## config.mk

```make
export PLATFORM = sky130hd
export DESIGN_NAME = alu
export DESIGN_NICKNAME = d
export VERILOG_FILES = /design/src/rtl/alu_pkg.sv /design/src/rtl/alu_addsub.sv /design/src/rtl/alu.sv
export SDC_FILE = /design/constraint.sdc
export NUM_CORES = 1
export LEC_CHECK = 0
export CAP_MARGIN = 20
export CORE_AREA = 5 5 186 188
export CTS_BUF_LIST = sky130_fd_sc_hd__clkbuf_2
export DETAILED_ROUTE_END_ITERATION = 7
export DIE_AREA = 0 0 191 193
export GPL_TIMING_DRIVEN = 0
export PLACE_DENSITY = 0.45
export SLEW_MARGIN = 20
export SYNTH_ARGS = -nofsm -noshare
export SYNTH_HDL_FRONTEND = slang
export SYNTH_SLANG_ARGS = --single-unit
```

## constraint.sdc

```tcl
create_clock -name i_clk -period 8.7 [get_ports i_clk]
set_input_delay 1.305 -clock i_clk [delete_from_list [all_inputs] [get_ports i_clk]]
set_output_delay 1.305 -clock i_clk [all_outputs]
set_load 0.02 [all_outputs]
```

## src/rtl/alu_pkg.sv

```systemverilog
// Shared widths and opcode encodings for the core ALU and the instruction decoder.
package alu_pkg;

  localparam int unsigned WORD     = 32;
  localparam int unsigned OP_WIDTH = 4;

  // Opcode values; cast to the opcode width at the point of use
  localparam int unsigned OP_SUM  = 0;
  localparam int unsigned OP_SUB  = 1;
  localparam int unsigned OP_AND  = 2;
  localparam int unsigned OP_OR   = 3;
  localparam int unsigned OP_XOR  = 4;
  localparam int unsigned OP_SLL  = 5;
  localparam int unsigned OP_SRL  = 6;
  localparam int unsigned OP_SRA  = 7;
  localparam int unsigned OP_SLT  = 8;
  localparam int unsigned OP_SLTU = 9;

endpackage

```

## src/rtl/alu_addsub.sv

```systemverilog
// Shared adder/subtractor: sum = a + b, or a + ~b + 1 when sub is set.
// cf is the carry-out for add and the borrow (inverted carry-out) for sub.
module alu_addsub #(
  parameter int unsigned WIDTH = 32
) (
  input  logic             i_sub,
  input  logic [WIDTH-1:0] i_a,
  input  logic [WIDTH-1:0] i_b,
  output logic [WIDTH-1:0] o_sum,
  output logic             o_cf
);

  logic [WIDTH-1:0] b_eff;
  logic             carry;

  always_comb begin
    b_eff = i_sub ? ~i_b : i_b;
    {carry, o_sum} = {1'b0, i_a} + {1'b0, b_eff} + (WIDTH + 1)'(i_sub);
    o_cf = i_sub ? ~carry : carry;
  end

endmodule

```

## src/rtl/alu.sv

```systemverilog
// Single-cycle integer ALU: combinational result/zero/carry plus a status
// register that captures the flags of the last enabled operation.
module alu
  import alu_pkg::*;
#(
  parameter int unsigned WIDTH    = WORD,
  parameter int unsigned OP_WIDTH = alu_pkg::OP_WIDTH
) (
  input  logic                i_clk,
  input  logic                i_rst_n,
  input  logic [WIDTH-1:0]    i_a,
  input  logic [WIDTH-1:0]    i_b,
  input  logic [OP_WIDTH-1:0] i_opcode,
  input  logic                i_flag_we,
  output logic [WIDTH-1:0]    o_result,
  output logic                o_zero,
  output logic                o_cf,
  output logic                o_zero_q,
  output logic                o_cf_q
);

  localparam int unsigned SH_WIDTH = $clog2(WIDTH);

  logic                sub;
  logic [WIDTH-1:0]    addsub_sum;
  logic                addsub_cf;
  logic [SH_WIDTH-1:0] sh;
  logic                slt;

  // SUB, SLT and SLTU all reuse the subtractor's borrow
  assign sub = (i_opcode == OP_WIDTH'(OP_SUB)) ||
               (i_opcode == OP_WIDTH'(OP_SLT)) ||
               (i_opcode == OP_WIDTH'(OP_SLTU));
  assign sh  = i_b[SH_WIDTH-1:0];
  // Signed less-than: differing signs decide directly, otherwise the borrow does
  assign slt = (i_a[WIDTH-1] ^ i_b[WIDTH-1]) ? i_a[WIDTH-1] : addsub_cf;

  alu_addsub #(
    .WIDTH (WIDTH)
  ) u_addsub (
    .i_sub (sub),
    .i_a   (i_a),
    .i_b   (i_b),
    .o_sum (addsub_sum),
    .o_cf  (addsub_cf)
  );

  always_comb begin
    o_result = '0;
    o_cf     = 1'b0;
    case (i_opcode)
      OP_WIDTH'(OP_SUM),
      OP_WIDTH'(OP_SUB): begin
        o_result = addsub_sum;
        o_cf     = addsub_cf;
      end
      OP_WIDTH'(OP_AND):  o_result = i_a & i_b;
      OP_WIDTH'(OP_OR):   o_result = i_a | i_b;
      OP_WIDTH'(OP_XOR):  o_result = i_a ^ i_b;
      OP_WIDTH'(OP_SLL):  o_result = i_a << sh;
      OP_WIDTH'(OP_SRL):  o_result = i_a >> sh;
      OP_WIDTH'(OP_SRA):  o_result = WIDTH'($signed(i_a) >>> sh);
      OP_WIDTH'(OP_SLT):  o_result = WIDTH'(slt);
      OP_WIDTH'(OP_SLTU): o_result = WIDTH'(addsub_cf);
      default: begin
        o_result = '0;
        o_cf     = 1'b0;
      end
    endcase
    o_zero = (o_result == '0);
  end

  always_ff @(posedge i_clk or negedge i_rst_n) begin
    if (!i_rst_n) begin
      o_zero_q <= 1'b0;
      o_cf_q   <= 1'b0;
    end else if (i_flag_we) begin
      o_zero_q <= o_zero;
      o_cf_q   <= o_cf;
    end
  end

endmodule

```

# After elaboration in Yosys (flattened, before gate mapping)
# Index checks and enable logic that the tools add are counted.
word_totals:
  in_bits: 71
  elab_cells: 32
  output_inout_bits: 36
  register_bits: 2
classes:
  shifts: 3
  addsub: 2
  bitwise: 6
  reduce_logical: 5
  n_mux: 5
  n_eq_ne: 9
ops:
  columns: ["op", "count"]
  rows:
  - ["$pmux 32 s9", 1]
  - ["$add 32x32->33", 1]
  - ["$add 33x1->33", 1]
  - ["$and 32x32->32", 1]
  - ["$logic_not 32->1", 1]
  - ["$mux 32", 1]
  - ["$not 32->32", 1]
  - ["$or 32x32->32", 1]
  - ["$shl 32x5->32", 1]
  - ["$shr 32x5->32", 1]
  - ["$sshr 32x5->32", 1]
  - ["$xor 32x32->32", 1]
  - ["$eq 4x3->1 const B", 4]
  - ["$eq 4x2->1 const B", 2]
  - ["$eq 4x4->1 const B", 2]
  - ["$eq 4x1->1 const B", 1]
  - ["$logic_not 4->1", 1]
  - ["$mux 1", 3]
  - ["$logic_or 1x1->1", 2]
  - ["$reduce_or 2->1", 1]
  - ["$not 1->1", 1]
  - ["$xor 1x1->1", 1]

# Depth between registers and ports, before layout
logic_depth:
  word_depth: 11
  depth_mapped: 18
  ltp_nobuf: 13

# By module
# A second synthesis with hierarchy kept.
hier_totals:
  cells_unflattened: 1243
  area_unflattened_um2: 9142.5
modules_own_cells:
  columns: ["mod", "seq_area_each_um2", "cells_each", "area_each_um2", "instances"]
  rows:
  - ["alu", 50.0, 933, 6897.9, 1]
  - ["alu_addsub", 0.0, 310, 2244.7, 1]

# Least setup slack after synthesis
# No wires, ideal clock.
synth_path:
  kind: "input -> output"
  startpoint: "input i_opcode[0]"
  endpoint: "output o_zero"
  path_slack_ns: 1.171
  path_buffers: 3
  required_ns: 7.395
  t_arrival_ns: 6.224
  cell_stages: 16
  path_cell_list: "or2_2 > buf_2 > buf_1 > nand2_1 > buf_1 > o21ai_0 > fa_1 > a21o_1 > a221o_1 > a221oi_1 > o21ai_0 > a2111oi_0 > nand3_1 > nor4_1 > or4bb_1 > nor3_1"
synth_between:
  elab_cells_between_ends: 21
  classes_between: "add/sub (2); eq/ne (9); mux (4); bitwise (1); reduce/logical (5)"
synth_rtl:
  columns: ["item", "line", "rtl"]
  rows:
  - ["start: declaration", "alu.sv:13", "input logic [OP_WIDTH-1:0] i_opcode,"]
  - ["$eq 4x1->1 / $eq 4x4->1 (equally long branches)", "alu.sv:31, alu.sv:51, alu.sv:32", null]
  - ["$logic_or 1x1->1", "alu.sv:31", "assign sub = (i_opcode == OP_WIDTH'(OP_SUB)) ||"]
  - ["$logic_or 1x1->1", "alu.sv:32", "(i_opcode == OP_WIDTH'(OP_SLT)) ||"]
  - ["$mux 32", "alu_addsub.sv:17", "b_eff = i_sub ? ~i_b : i_b;"]
  - ["$add 32x32->33", "alu_addsub.sv:18", "{carry, o_sum} = {1'b0, i_a} + {1'b0, b_eff} + (WIDTH + 1)'(i_sub);"]
  - ["$add 33x1->33", "alu_addsub.sv:18", null]
  - ["$pmux 32 s9 (*)", "alu.sv:51", "case (i_opcode)"]
  - ["named net o_result[30]", "alu.sv:15", "output logic [WIDTH-1:0] o_result,"]
  - ["$logic_not 32->1 (*)", "alu.sv:70", "o_zero = (o_result == '0);"]
  - ["end: declaration", "alu.sv:16", "output logic o_zero,"]
# Mark *: on every way through the listed nets, which the timed path passes. The rest lies on a longest branch.

# Final worst setup path
layout_path:
  startpoint: "input i_b[3]"
  endpoint: "output o_zero"
layout_between:
  elab_chain_len: 9
  elab_cells_between_ends: 15
  classes_between: "add/sub (2); shift (3); mux (4); bitwise (5); reduce/logical (1)"
layout_lines:
  columns: ["item", "line", "rtl"]
  rows:
  - ["start: declaration", "alu.sv:12", "input logic [WIDTH-1:0] i_b,"]
  - ["$not 32->32", "alu_addsub.sv:17", null]
  - ["$mux 32", "alu_addsub.sv:17", null]
  - ["$add 32x32->33", "alu_addsub.sv:18", null]
  - ["$add 33x1->33", "alu_addsub.sv:18", null]
  - ["$not 1->1", "alu_addsub.sv:19", "o_cf = i_sub ? ~carry : carry;"]
  - ["$mux 1", "alu_addsub.sv:19", null]
  - ["$mux 1", "alu.sv:36", "assign slt = (i_a[WIDTH-1] ^ i_b[WIDTH-1]) ? i_a[WIDTH-1] : addsub_cf;"]
  - ["$pmux 32 s9 (*)", "alu.sv:51", null]
  - ["$logic_not 32->1 (*)", "alu.sv:70", null]
# Mark *: on every way between the ends. The rest lies on a longest branch, timed or not.

==> results_dict.tcl <==
set metrics [dict create \
    cts_tree "built" \
    ir_drop_mv 0.0314 \
    core_sq_um 32900 \
    grt_pass1_wl_microns 94700 \
    skew_ns 0 \
    path_cells "clkdlybuf4s50_1, buf_4, buf_1, clkbuf_1, clkbuf_1, a21oi_1, a21oi_1, o221ai_1, or3_1, nor4_2, nand4b_1, nor3_1, dlymetal6s2s_1" \
    core.rowCount 67 \
    synth-async-reset-ratio 1.00 \
    min_path_cells 2 \
    cap_violations 0 \
    synth.distinct_cells 86 \
    synthesis.nets 1495 \
    worstMarginPinSlew_ns 1.21 \
    htreeDepth 1 \
    critPathTopFamily "buffers and inverters" \
    io_buffers 106 \
    hold_slack_ns 0.497 \
    crit_fanout 19 \
    die_h_microns 193 \
    path_buf_inv 6 \
    start_util 0.293 \
    setup_tns_ns 0 \
    crit_arrival_ns 7.04 \
    cts.sinks 2 \
    slowest_stage "buf_1" \
    clockBufferDepth 2 \
    synth_area_per_cell_sq_um 7.27 \
    detail_route.wl_per_cell_microns 36.7 \
    p_per_area_nw_per_um2 83.1 \
    clk_pin_slew_ns 0.03 \
    io_pins 107 \
    postSynthCellCount 1327 \
    worstRegToRegCells 1 \
    grt_start_max_net_pins 29 \
    drtIter0Drc 1711 \
    ys_seq_elements 2 \
    cts_hold_buffers 0 \
    die-area_sq_um 36900 \
    ys_seq_area_frac 0.00519 \
    syn_to_final_growth_pct 19.0 \
    gp_congestion 1.04 \
    synth_area_sq_um 9640 \
    path_depth 13 \
    layout_commonest_cell "nand2_1" \
    dpl.hpwl_microns 56300 \
    endpoint_kind "primary output" \
    status "finished, final reports clean" \
    synthFlopType "dfrtp_1" \
    fin_area_sq_um 11500 \
    worstPathRequired_ns 7.39 \
    final_hold_viol_count 0 \
    fin_total_pwr_uw 953 \
    final_cell_mix "nand2_1, nor2_1, clkdlybuf4s50_1" \
    grt_setup_unrepaired "false" \
    slew_viol_final 0 \
    grt_util_all_layers 0.361 \
    period_share 0.959 \
    p_leak_nw 4.45 \
    min-delay-path-class "reg -> reg" \
    dpl.cell_count 1883 \
    grt.overflow.total 0 \
    fillers 3653 \
    antenna_found_initial 3 \
    die_w_microns 191 \
    drive_gt1_frac 0.115 \
    slew_headroom 0.191 \
    max_freq_ghz 0.120 \
    multi_input_area_sq_um 8890 \
    drc 0 \
    drt_wl_total_microns 69100 \
    root_buffer "clkbuf_2" \
    register_area_sq_um 50.0 \
    vias 12600 \
    clk_latency_ns 0.19 \
    first_pass_iters 8 \
    antenna_left 0 \
    finalNonFillerCells 1881 \
    place_area_sq_um 11300 \
    nets 1600 \
    yosys_warnings 0 \
    cp_slowest_stage_delay_ns 0.80 \
    setup_viol 0 \
    period_needed_ns 8.34 \
    vias_per_cell 6.70 \
    grt_pass1_vias 11900 \
    synth_edf_count 0 \
    cts_buffers 3 \
    crit_type "in -> out" \
    cp-start-kind "input pin" \
]
## cell families (layout without fill, tap and decap cells)
kind of cell,after synthesis,in the layout,share of synthesized area
muxes,153,153,0.228
and+or+nand+nor,427,427,0.223
xor gates and xnor gates,47,47,0.0427
AOI/OAI and AO/OA,400,400,0.286
adders and majority gates,97,97,0.127
DFF,2,2,0.00519
buffers and inverters,201,304,0.0877
other,0,3,0
## Yosys cell counts, drive strengths merged, types with 10 or more instances
cell type,count,area [sq um]
a21oi,73,365
o211ai,20,150
o221ai,10,87.6
buf,53,290
mux2,34,387
nor2b,12,75.1
nand4,16,100
inv,72,270
or2,11,68.8
a221oi,10,87.6
o22ai,26,163
nand3,45,225
clkbuf,76,285
a22oi,31,233
a21o,14,105
nor4,16,106
nor2,106,398
mux2i,70,713
nand2,113,424
ha,96,1200
mux4,49,1100
xnor2,40,350
nor3,29,145
a31oi,11,68.8
o21ai,71,355
a211oi,24,180
## what timing repair did
item,CTS,global route
setup endpoints to repair,15,1
cloned,0,0
buffers inserted,1,1
pin swaps,1,2
resized for setup,36,19
## metal layers
layer / vias to the layer above / part of all wire / track usage
met5: - / 0.0015 / 0.0159
met2: 806 / 0.43 / 0.560
met1: 6311 / 0.42 / 0.492
li1: 5297 / - / -
met4: 6 / 0.050 / 0.138
met3: 178 / 0.090 / 0.0769
## state kept, by name (all words and copies together) (netlist names)
name	flops
o_cf_q	1
o_zero_q	1
## tightest hold or removal path, stage by stage (launching register included)
cell	delay [ns]
dfrtp_1	0.34
nand2_1	0.07
o41ai_2	0.05
## where the power goes
part           total (mW)  switching, mW  internal [mW]
clock network      0.0146        0.00540        0.00916
logic               0.929          0.607          0.322
registers         0.00977       0.000128        0.00964
## metrics by stage
step	util	setup WS, ns
3_5_place_dp	0.343	-1.92
3_3_place_gp	0.342	-1.97
2_1_floorplan	-	1.17
6_report	0.348	0.358
5_1_grt	0.348	0.342
4_1_cts	0.347	0.00235
## path summary, 6_finish.rpt
path | from | endpoint | slack, ns
worst max-delay path | i_b[3] | o_zero | 0.36
worst min-delay path | o_zero_q | o_zero_q | 0.50
worst max register to register | o_cf_q | o_cf_q | 7.96
worst min register to register | o_zero_q | o_zero_q | 0.50
max in group asynchronous | i_rst_n | o_zero_q | 7.30
min in group asynchronous | i_rst_n | o_cf_q | 1.28
## cell type report
cell class | instances | area share
Clock buffer | 3 | 0.00131
Sequential cell | 2 | 0.00436
Antenna cell | 3 | 0.000654
Timing Repair Buffer | 110 | 0.0962
Inverter | 72 | 0.0236
Multi-Input combinational cell | 1124 | 0.775
Tap cell | 448 | 0.0489
Buffer | 119 | 0.0505
No activity file was read; power rests on OpenSTA's default activity.
